## config.mk

```make
export PLATFORM = sky130hd
export DESIGN_NAME = stream_downsize
export DESIGN_NICKNAME = d
export VERILOG_FILES = /design/src/rtl/stream_downsize.sv
export SDC_FILE = /design/constraint.sdc
export NUM_CORES = 1
export LEC_CHECK = 0
export CORE_AREA = 2 2 39 41
export DETAILED_ROUTE_END_ITERATION = 8
export DIE_AREA = 0 0 41 43
export HOLD_SLACK_MARGIN = 0.02
export PLACE_DENSITY = 0.69
export SYNTH_ARGS = -nofsm -noshare
export SYNTH_HDL_FRONTEND = slang
export SYNTH_SLANG_ARGS = --single-unit
```

## constraint.sdc

```tcl
create_clock -name clk -period 1.9 [get_ports clk]
set_clock_uncertainty 0.05 [all_clocks]
set_input_delay 0.38 -clock clk [delete_from_list [all_inputs] [get_ports clk]]
set_output_delay 0.38 -clock clk [all_outputs]
set_load 0.01 [all_outputs]
```

## src/rtl/stream_downsize.sv

```systemverilog
// Wide-to-narrow stream converter: buffers one wide beat and replays its kept
// lanes, lowest lane first, as one narrow beat per cycle.
module stream_downsize #(
    parameter int T_DATA_WIDTH = 1,
    parameter int T_DATA_RATIO = 2
) (
    input  logic                                       clk,
    input  logic                                       rst,
    input  logic [T_DATA_RATIO-1:0][T_DATA_WIDTH-1:0]  s_data_i,
    input  logic [T_DATA_RATIO-1:0]                    s_keep_i,
    input  logic                                       s_last_i,
    input  logic                                       s_valid_i,
    output logic                                       s_ready_o,
    output logic [T_DATA_WIDTH-1:0]                    m_data_o,
    output logic                                       m_last_o,
    output logic                                       m_valid_o,
    input  logic                                       m_ready_i
);
    localparam int T_WIDTH_RATIO = $clog2(T_DATA_RATIO);

    typedef enum logic {IDLE, BUSY} state_t;

    state_t                                    r_state;
    logic [T_DATA_RATIO-1:0][T_DATA_WIDTH-1:0] r_buf;
    logic [T_DATA_RATIO-1:0]                   r_rem;
    logic                                      r_last;
    logic [T_DATA_WIDTH-1:0]                   r_mData;
    logic                                      r_mLast;

    logic                                      w_remOneHot;
    logic                                      w_inFire;
    logic                                      w_outFire;
    logic [T_DATA_RATIO-1:0]                   w_remNext;
    logic [T_DATA_RATIO-1:0][T_DATA_WIDTH-1:0] w_bufNext;
    logic                                      w_lastNext;

    function automatic logic [T_WIDTH_RATIO-1:0] lowestSet(input logic [T_DATA_RATIO-1:0] mask);
        lowestSet = '0;
        for (int i = T_DATA_RATIO - 1; i >= 0; i--) begin
            if (mask[i]) lowestSet = T_WIDTH_RATIO'(i);
        end
    endfunction

    function automatic logic isOneHot(input logic [T_DATA_RATIO-1:0] mask);
        isOneHot = (mask != '0) && ((mask & (mask - T_DATA_RATIO'(1))) == '0);
    endfunction

    // A new wide beat may enter in the same cycle the final buffered lane leaves.
    assign w_remOneHot = isOneHot(r_rem);
    assign s_ready_o   = !rst && ((r_state == IDLE) || (m_ready_i && w_remOneHot));
    assign w_inFire    = s_valid_i && s_ready_o;
    assign w_outFire   = (r_state == BUSY) && m_ready_i;

    always_comb begin
        w_remNext  = r_rem;
        w_bufNext  = r_buf;
        w_lastNext = r_last;
        if (w_outFire) begin
            w_remNext = r_rem & (r_rem - T_DATA_RATIO'(1));
        end
        if (w_inFire) begin
            w_remNext  = s_keep_i;
            w_bufNext  = s_data_i;
            w_lastNext = s_last_i;
        end
    end

    // Output lane and last flag are precomputed from the next mask so m_* come straight from flops.
    always_ff @(posedge clk) begin
        if (rst) begin
            r_state <= IDLE;
            r_rem   <= '0;
            r_last  <= 1'b0;
            r_mLast <= 1'b0;
        end else begin
            r_buf   <= w_bufNext;
            r_rem   <= w_remNext;
            r_last  <= w_lastNext;
            r_state <= (w_remNext != '0) ? BUSY : IDLE;
            r_mData <= w_bufNext[lowestSet(w_remNext)];
            r_mLast <= w_lastNext && isOneHot(w_remNext);
        end
    end

    assign m_valid_o = (r_state == BUSY);
    assign m_data_o  = r_mData;
    assign m_last_o  = r_mLast;

endmodule

```

==> summary.md, run 1 <==
| Metric | Value |
|---|---|
| Cell taking the most area after synthesis | dfxtp_1 |
| First-pass GRT wire length | 1880 um |
| Ant diodes | 0 |
| Worst-Margin Slew | 252 ps |
| Seq/Total Area, Yosys | 0.444 |
| Hold WC Path Type | flip-flop to flip-flop |
| Setup violations, final | 1 |
| Final wirelength | 1220 um |
| GRT Util Overall | 0.160 |
| Crit path launch type | flip-flop |
| Leak pwr | 0.292 nW |
| Number of global-route vias before repair | 432 |
| Final slew viol count | 0 |
| Worst-path fanout max | 2 |
| RSZ-0062 raised after global routing | yes |
| Sequential cell area | 193 um2 |
| Die ar. | 1760 um2 |
| Final Wtd Congestion | 0.759 |
| Relative slew slack | 0.832 |
| Crit Path Category | flip-flop to flip-flop |
| Setup WS pre-CTS | -416 ps |
| Number of cells on the worst reg-to-reg path | 6 |
| WP data arrival | 1880 ps |
| Cell family with most CP delay | compound AO/OA/AOI/OAI gates |
| WP data required | 1840 ps |
| Failing checks | negative setup slack |
| Clock Sinks | 8 |
| Tcrit/Tclk final | 1.02 |
| Syn_nets | 48 |
| Worst-path cell chain | ha_4 > a21bo_4 > a221oi_4 > a21oi_2 > ha_2 > mux4_2 |
| IO Port Bufs | 12 |
| Initial antenna violation count | 0 |
| Syn-to-layout area delta | 66.7% |
| Maximum root-to-sink buffer count | 2 |
| Critical path's slowest cell | dfxtp_2 |
| Flops & latches, synth | 8 |
| Final Worst Setup Slack | -43.0 ps |
| Worst path buffer plus inverter count | 0 |
| Root buffer cell | clkbuf_4 |
| Final ANT Viol Nets | 0 |
| Core region area | 1380 um2 |
| Mapped cell area | 428 um2 |
| Die span in x | 41 um |
| Peak supply drop | 0.251 mV |
| Post-Syn Instances | 37 |
| CTS tree | yes |
| Detailed Place HPWL | 852 um |
| Hold Crit Depth | 2 |
| Vias | 407 |
| Crit. End Element | flip-flop |
| Rows | 14 |
| DR iter-0 viols | 6 |
| Max cap viols | 0 |
| Die H | 43 um |
| Area contributors post-synth | dfxtp_1 23%, edfxtp_1 21%, ha_1 5.8%, mux2_2 5.3%, mux4_2 5.3% |
| Status | finished with violations |
| I/O Pins | 13 |
| Pin count of the biggest net entering global routing | 6 |
| NumNets Final | 76 |
| Vias per cell | 5.09 |
| Final Hold Slack | 463 ps |
| Max Freq | 515 MHz |
| Synth top area share | 0.234 |
| Skew-Pair Late Insertion Delay | 250 ps |
| Synth unique cells | 21 |
| Core Util, Final | 0.515 |
| DRT Pass-1 Iters | 4 |
| Layout cell share with drive strength beyond 1 | 0.453 |
| Initial Utilization | 0.309 |
| Crit path depth | 6 |
| Filler cells | 131 |
| Avg Cell Area, Syn | 11.6 um2 |
| Footprint of the multi-input gates | 269 um2 |
| Pwr per Cell Area | 678 nW/um2 |
| Worst-path clk slew | 60 ps |
| Yosys Warn Count | 0 |
| Post-CTS Hold Buffers | 0 |
| Max incr delay on CP | 340 ps |
| Total CTS buffers | 3 |
| Fin. Hold Viols | 0 |
| Wire per inst | 15.3 um |
| H-tree depth | 1 |
| Total gr overflow | 0 |
| Fin crit period | 1940 ps |
| DRC | 0 |
==> final timing paths <==
path              endpoint  slack, ps      from
setup / recovery  m_data_o        -40  r_rem[0]
hold / removal      r_last        460    r_last
setup reg to reg  m_data_o        -40  r_rem[0]
hold reg to reg     r_last        460    r_last
==> repair_timing <==
item	in CTS	in global routing
resized for setup	7	0
setup buffers	2	0
pin swaps	3	0
endpoints found under the setup margin	2	1
endpoints found under the hold margin	0	0
==> cell type report <==
class                      instances  share of cell area
multi-input combinational         27               0.377
tap                               16              0.0281
inverter                           2              0.0105
sequential                         8               0.270
clock buffer                       4              0.0368
timing repair buffer              23               0.277
==> cell usage after synthesis, drive strengths merged <==
cell / count
dfxtp: 5
a21oi: 3
edfxtp: 3
nand2: 3
nor2: 3
a221oi: 2
ha: 2
inv: 2
mux2: 2
nand3: 2
o211ai: 2
a211oi: 1
a21bo: 1
a21boi: 1
and2: 1
and2b: 1
and3: 1
mux4: 1
nand2b: 1
==> cells in the final DEF (no fill, tap or decap) <==
master and count:
buf_4 11, clkdlybuf4s50_1 8, dlygate4sd2_1 4, nand2_1 3, clkbuf_4 3, edfxtp_1 3, dfxtp_1 3, nor2_1 2
inv_1 2, mux2_2 2, nand3_1 2, o211ai_1 2, a21oi_1 2, dfxtp_2 2, a21boi_4 1, nand2b_2 1
nor2_4 1, a21bo_4 1, and2b_1 1, and3_2 1, a221oi_4 1, a21oi_2 1, and2_4 1, mux4_2 1
a221oi_1 1, a211oi_1 1, ha_4 1, ha_2 1, clkbuf_1 1
==> stage by stage <==
stage	instances	instance area [um2]	TNS [ps]	power, mW
after floorplan	37	452	-0.427	0.265
after global placement	74	659	-1180	0.326
after detailed placement	74	659	-1190	0.331
after CTS	80	713	-25.7	0.481
after global routing	80	713	-107	0.502
final	80	713	-43.0	0.483
==> layer usage <==
metal	up-vias	GRT usage	routed length (um)	share of wire
met3	0	0.0157	59	0.048
met4	0	0.0400	0	0
met2	14	0.275	677	0.55
met5	-	0	0	0
li1	195	-	-	-
met1	198	0.201	486	0.40
==> worst register-to-register path: stages (launching register included) <==
cell      delay [ps]
dfxtp_2          340
ha_4             250
a21bo_4          220
a221oi_4         310
a21oi_2           60
ha_2             170
mux4_2           280
==> flip-flops by register name (all words and copies together), names as in the netlist <==
register,flops
m_last_o,1
r_rem,2
m_valid_o,1
r_buf,2
r_last,1
m_data_o,1
==> power by group <==
group | internal, mW | total, mW | switching (mW)
Clock | 0.0806 | 0.142 | 0.0619
Combinational | 0.0817 | 0.137 | 0.0551
Sequential | 0.194 | 0.204 | 0.00970
Total | 0.357 | 0.483 | 0.127
==> cells by family after synthesis <==
kind of cell | synth area share
simple gates | 0.164
compound gates | 0.211
flops | 0.444
mux | 0.105
buf+inv | 0.0176
fa+ha+maj | 0.0585
Power figures use the tool's default switching activity.
==> run 2: changes to the inputs <==
- CTS_BUF_LIST: default -> sky130_fd_sc_hd__clkbuf_4 sky130_fd_sc_hd__clkbuf_8
==> summary.md, run 2 (synthesized netlist as in run 1, its figures left out) <==
| Metric | Value |
|---|---|
| Final Wtd Congestion | 0.759 (unchanged) |
| Tcrit/Tclk final | 1.02 (about the same) |
| Ant diodes | 0 (unchanged) |
| First-pass GRT wire length | 1880 um (unchanged) |
| Pin count of the biggest net entering global routing | 6 (unchanged) |
| Most frequent cells in the layout | 11 x buf_4, 8 x clkdlybuf4s50_1, 4 x clkbuf_4, 4 x dlygate4sd2_1 (was 11 x buf_4, 8 x clkdlybuf4s50_1, 4 x dlygate4sd2_1) |
| H-tree depth | 1 (unchanged) |
| RSZ-0062 raised after global routing | yes (unchanged) |
| Int Pwr | 0.371 mW (was 0.357 mW) |
| WP data arrival | 1880 ps (about the same) |
| DR iter-0 viols | 9 (was 6) |
| Fin crit period | 1940 ps (about the same) |
| Layout cell share with drive strength beyond 1 | 0.469 (was 0.453) |
| Post-CTS Hold Buffers | 0 (unchanged) |
| Vias | 398 (was 407) |
| Number of global-route vias before repair | 432 (unchanged) |
| CTS tree | yes (unchanged) |
| Detailed Place HPWL | 852 um (unchanged) |
| Relative slew slack | 0.831 (was 0.832) |
| GRT Util Overall | 0.160 (unchanged) |
| DRC | 0 (unchanged) |
| Combinational share of power | 0.275 (was 0.283) |
| Vias per cell | 4.98 (was 5.09) |
| IO Port Bufs | 12 (unchanged) |
| Peak supply drop | 0.250 mV (was 0.251 mV) |
| Filler cells | 130 (was 131) |
| Final ANT Viol Nets | 0 (unchanged) |
| Initial Utilization | 0.309 (unchanged) |
| Hold WC Path Type | flip-flop to flip-flop (unchanged) |
| Total CTS buffers | 3 (unchanged) |
| Pwr per Cell Area | 694 nW/um2 (was 678 nW/um2) |
| Worst-Margin Slew | 253 ps (was 252 ps) |
| Total gr overflow | 0 (unchanged) |
| Root buffer cell | clkbuf_4 (unchanged) |
| Total power | 0.498 mW (was 0.483 mW) |
| Worst-path fanout max | 2 (unchanged) |
| Final slew viol count | 0 (unchanged) |
| Die H | 43 um (unchanged) |
| WP data required | 1840 ps (about the same) |
| Final wirelength | 1230 um (was 1220 um) |
| NumNets Final | 76 (unchanged) |
| Switching Fraction | 0.255 (was 0.262) |
| Core Util, Final | 0.518 (was 0.515) |
| Max Freq | 516 MHz (was 515 MHz) |
| I/O Pins | 13 (unchanged) |
| Clock share of power | 0.315 (was 0.295) |
| Crit path launch type | flip-flop (unchanged) |
| Largest registers | r_buf: 2 flops, r_rem: 2 flops (unchanged) |
| Failing checks | negative setup slack (unchanged) |
| Rows | 14 (unchanged) |
| Core region area | 1380 um2 (unchanged) |
| Setup violations, final | 1 (unchanged) |
| Leading cell type in the layout, fill and taps excluded | buf_4 (unchanged) |
| DRT Pass-1 Iters | 4 (unchanged) |
| Worst-path clk slew | 60 ps (about the same) |
| Die span in x | 41 um (unchanged) |
| Status | finished with violations (unchanged) |
| Sequential Power Share | 0.410 (was 0.422) |
| Skew-Pair Late Insertion Delay | 250 ps (about the same) |
| Syn-to-layout area delta | 67.5% (was 66.7%) |
| Wire per inst | 15.3 um (about the same) |
| Leak pwr | 0.295 nW (was 0.292 nW) |
| Maximum root-to-sink buffer count | 2 (unchanged) |
| Crit Path Category | flip-flop to flip-flop (unchanged) |
| Fin. Hold Viols | 0 (unchanged) |
| Crit. End Element | flip-flop (unchanged) |
| Max cap viols | 0 (unchanged) |
| Sw power | 0.127 mW (about the same) |
| Final Worst Setup Slack | -38.4 ps (was -43.0 ps) |
| Die ar. | 1760 um2 (unchanged) |
| Clock Sinks | 8 (unchanged) |
| Initial antenna violation count | 0 (unchanged) |
-- run 2: cell count changes in the layout (fill, tap and decap cells not counted) --
cell	before	now
clkbuf_1	1	0
clkbuf_4	3	4
-- run 2: area by class of cell --
class | count | area, um2 | area share
clock buffers | 4 | 30.0 | 0.0419
well taps | 16 | 20.0 | 0.0279
flip-flops and latches | 8 | 193 | 0.269
repair buffers | 23 | 198 | 0.276
inverters | 2 | 7.51 | 0.0105
multi-input cells | 27 | 269 | 0.375
-- run 2: worst paths after layout --
kind,from,endpoint,slack [ps],depth (start not counted)
setup / recovery,r_rem[0],m_data_o,-40,6
hold / removal,r_last,r_last,460,2
setup reg to reg,r_rem[0],m_data_o,-40,6
hold reg to reg,r_last,r_last,460,2
-- run 2: power groups by stage --
stage | registers (mW) | logic, mW | clock network (mW)
2_1_floorplan | 0.208 | 0.0574 | 0
3_3_place_gp | 0.206 | 0.120 | 0
3_5_place_dp | 0.208 | 0.123 | 0
4_1_cts | 0.204 | 0.135 | 0.158
5_1_grt | 0.205 | 0.147 | 0.164
6_report | 0.204 | 0.137 | 0.157
-- run 2: per-layer routing --
metal | track usage | share of wire
met4 | 0.0400 | 0
met3 | 0.0157 | 0.048
met5 | 0 | 0
met1 | 0.201 | 0.40
met2 | 0.275 | 0.55
-- run 2: stage by stage --
| step | instance area, um2 | TNS (ps) | std cells | setup WS (ps) | hold WS (ps) |
|---|---|---|---|---|---|
| global placement | 659 | -1180 | 74 | -406 | 426 |
| finish | 717 | -38.4 | 80 | -38.4 | 465 |
| detailed placement | 659 | -1190 | 74 | -416 | 457 |
| global route | 717 | -107 | 80 | -107 | 512 |
| floorplan | 452 | -0.427 | 37 | -0.427 | 392 |
| CTS | 717 | -24.5 | 80 | -24.5 | 466 |
-- run 2: repair_timing --
action                     CTS  global route
buffers inserted             2             0
gates resized for setup      7             0
pin swaps                    3             0
setup endpoints to repair    2             1
-- run 2: critical path, cell delays in order (launching register included) --
cell and delay, ps:
dfxtp_2 340, ha_4 250, a21bo_4 220, a221oi_4 310, a21oi_2 60, ha_2 170, mux4_2 280
==> run 3: changes to the inputs <==
- GPL_ROUTABILITY_DRIVEN: default -> 0
- HOLD_SLACK_MARGIN: 0.02 -> 0.1
==> results of run 3 <==
The final DEF is identical to that of run 2; final timing and power are the same.
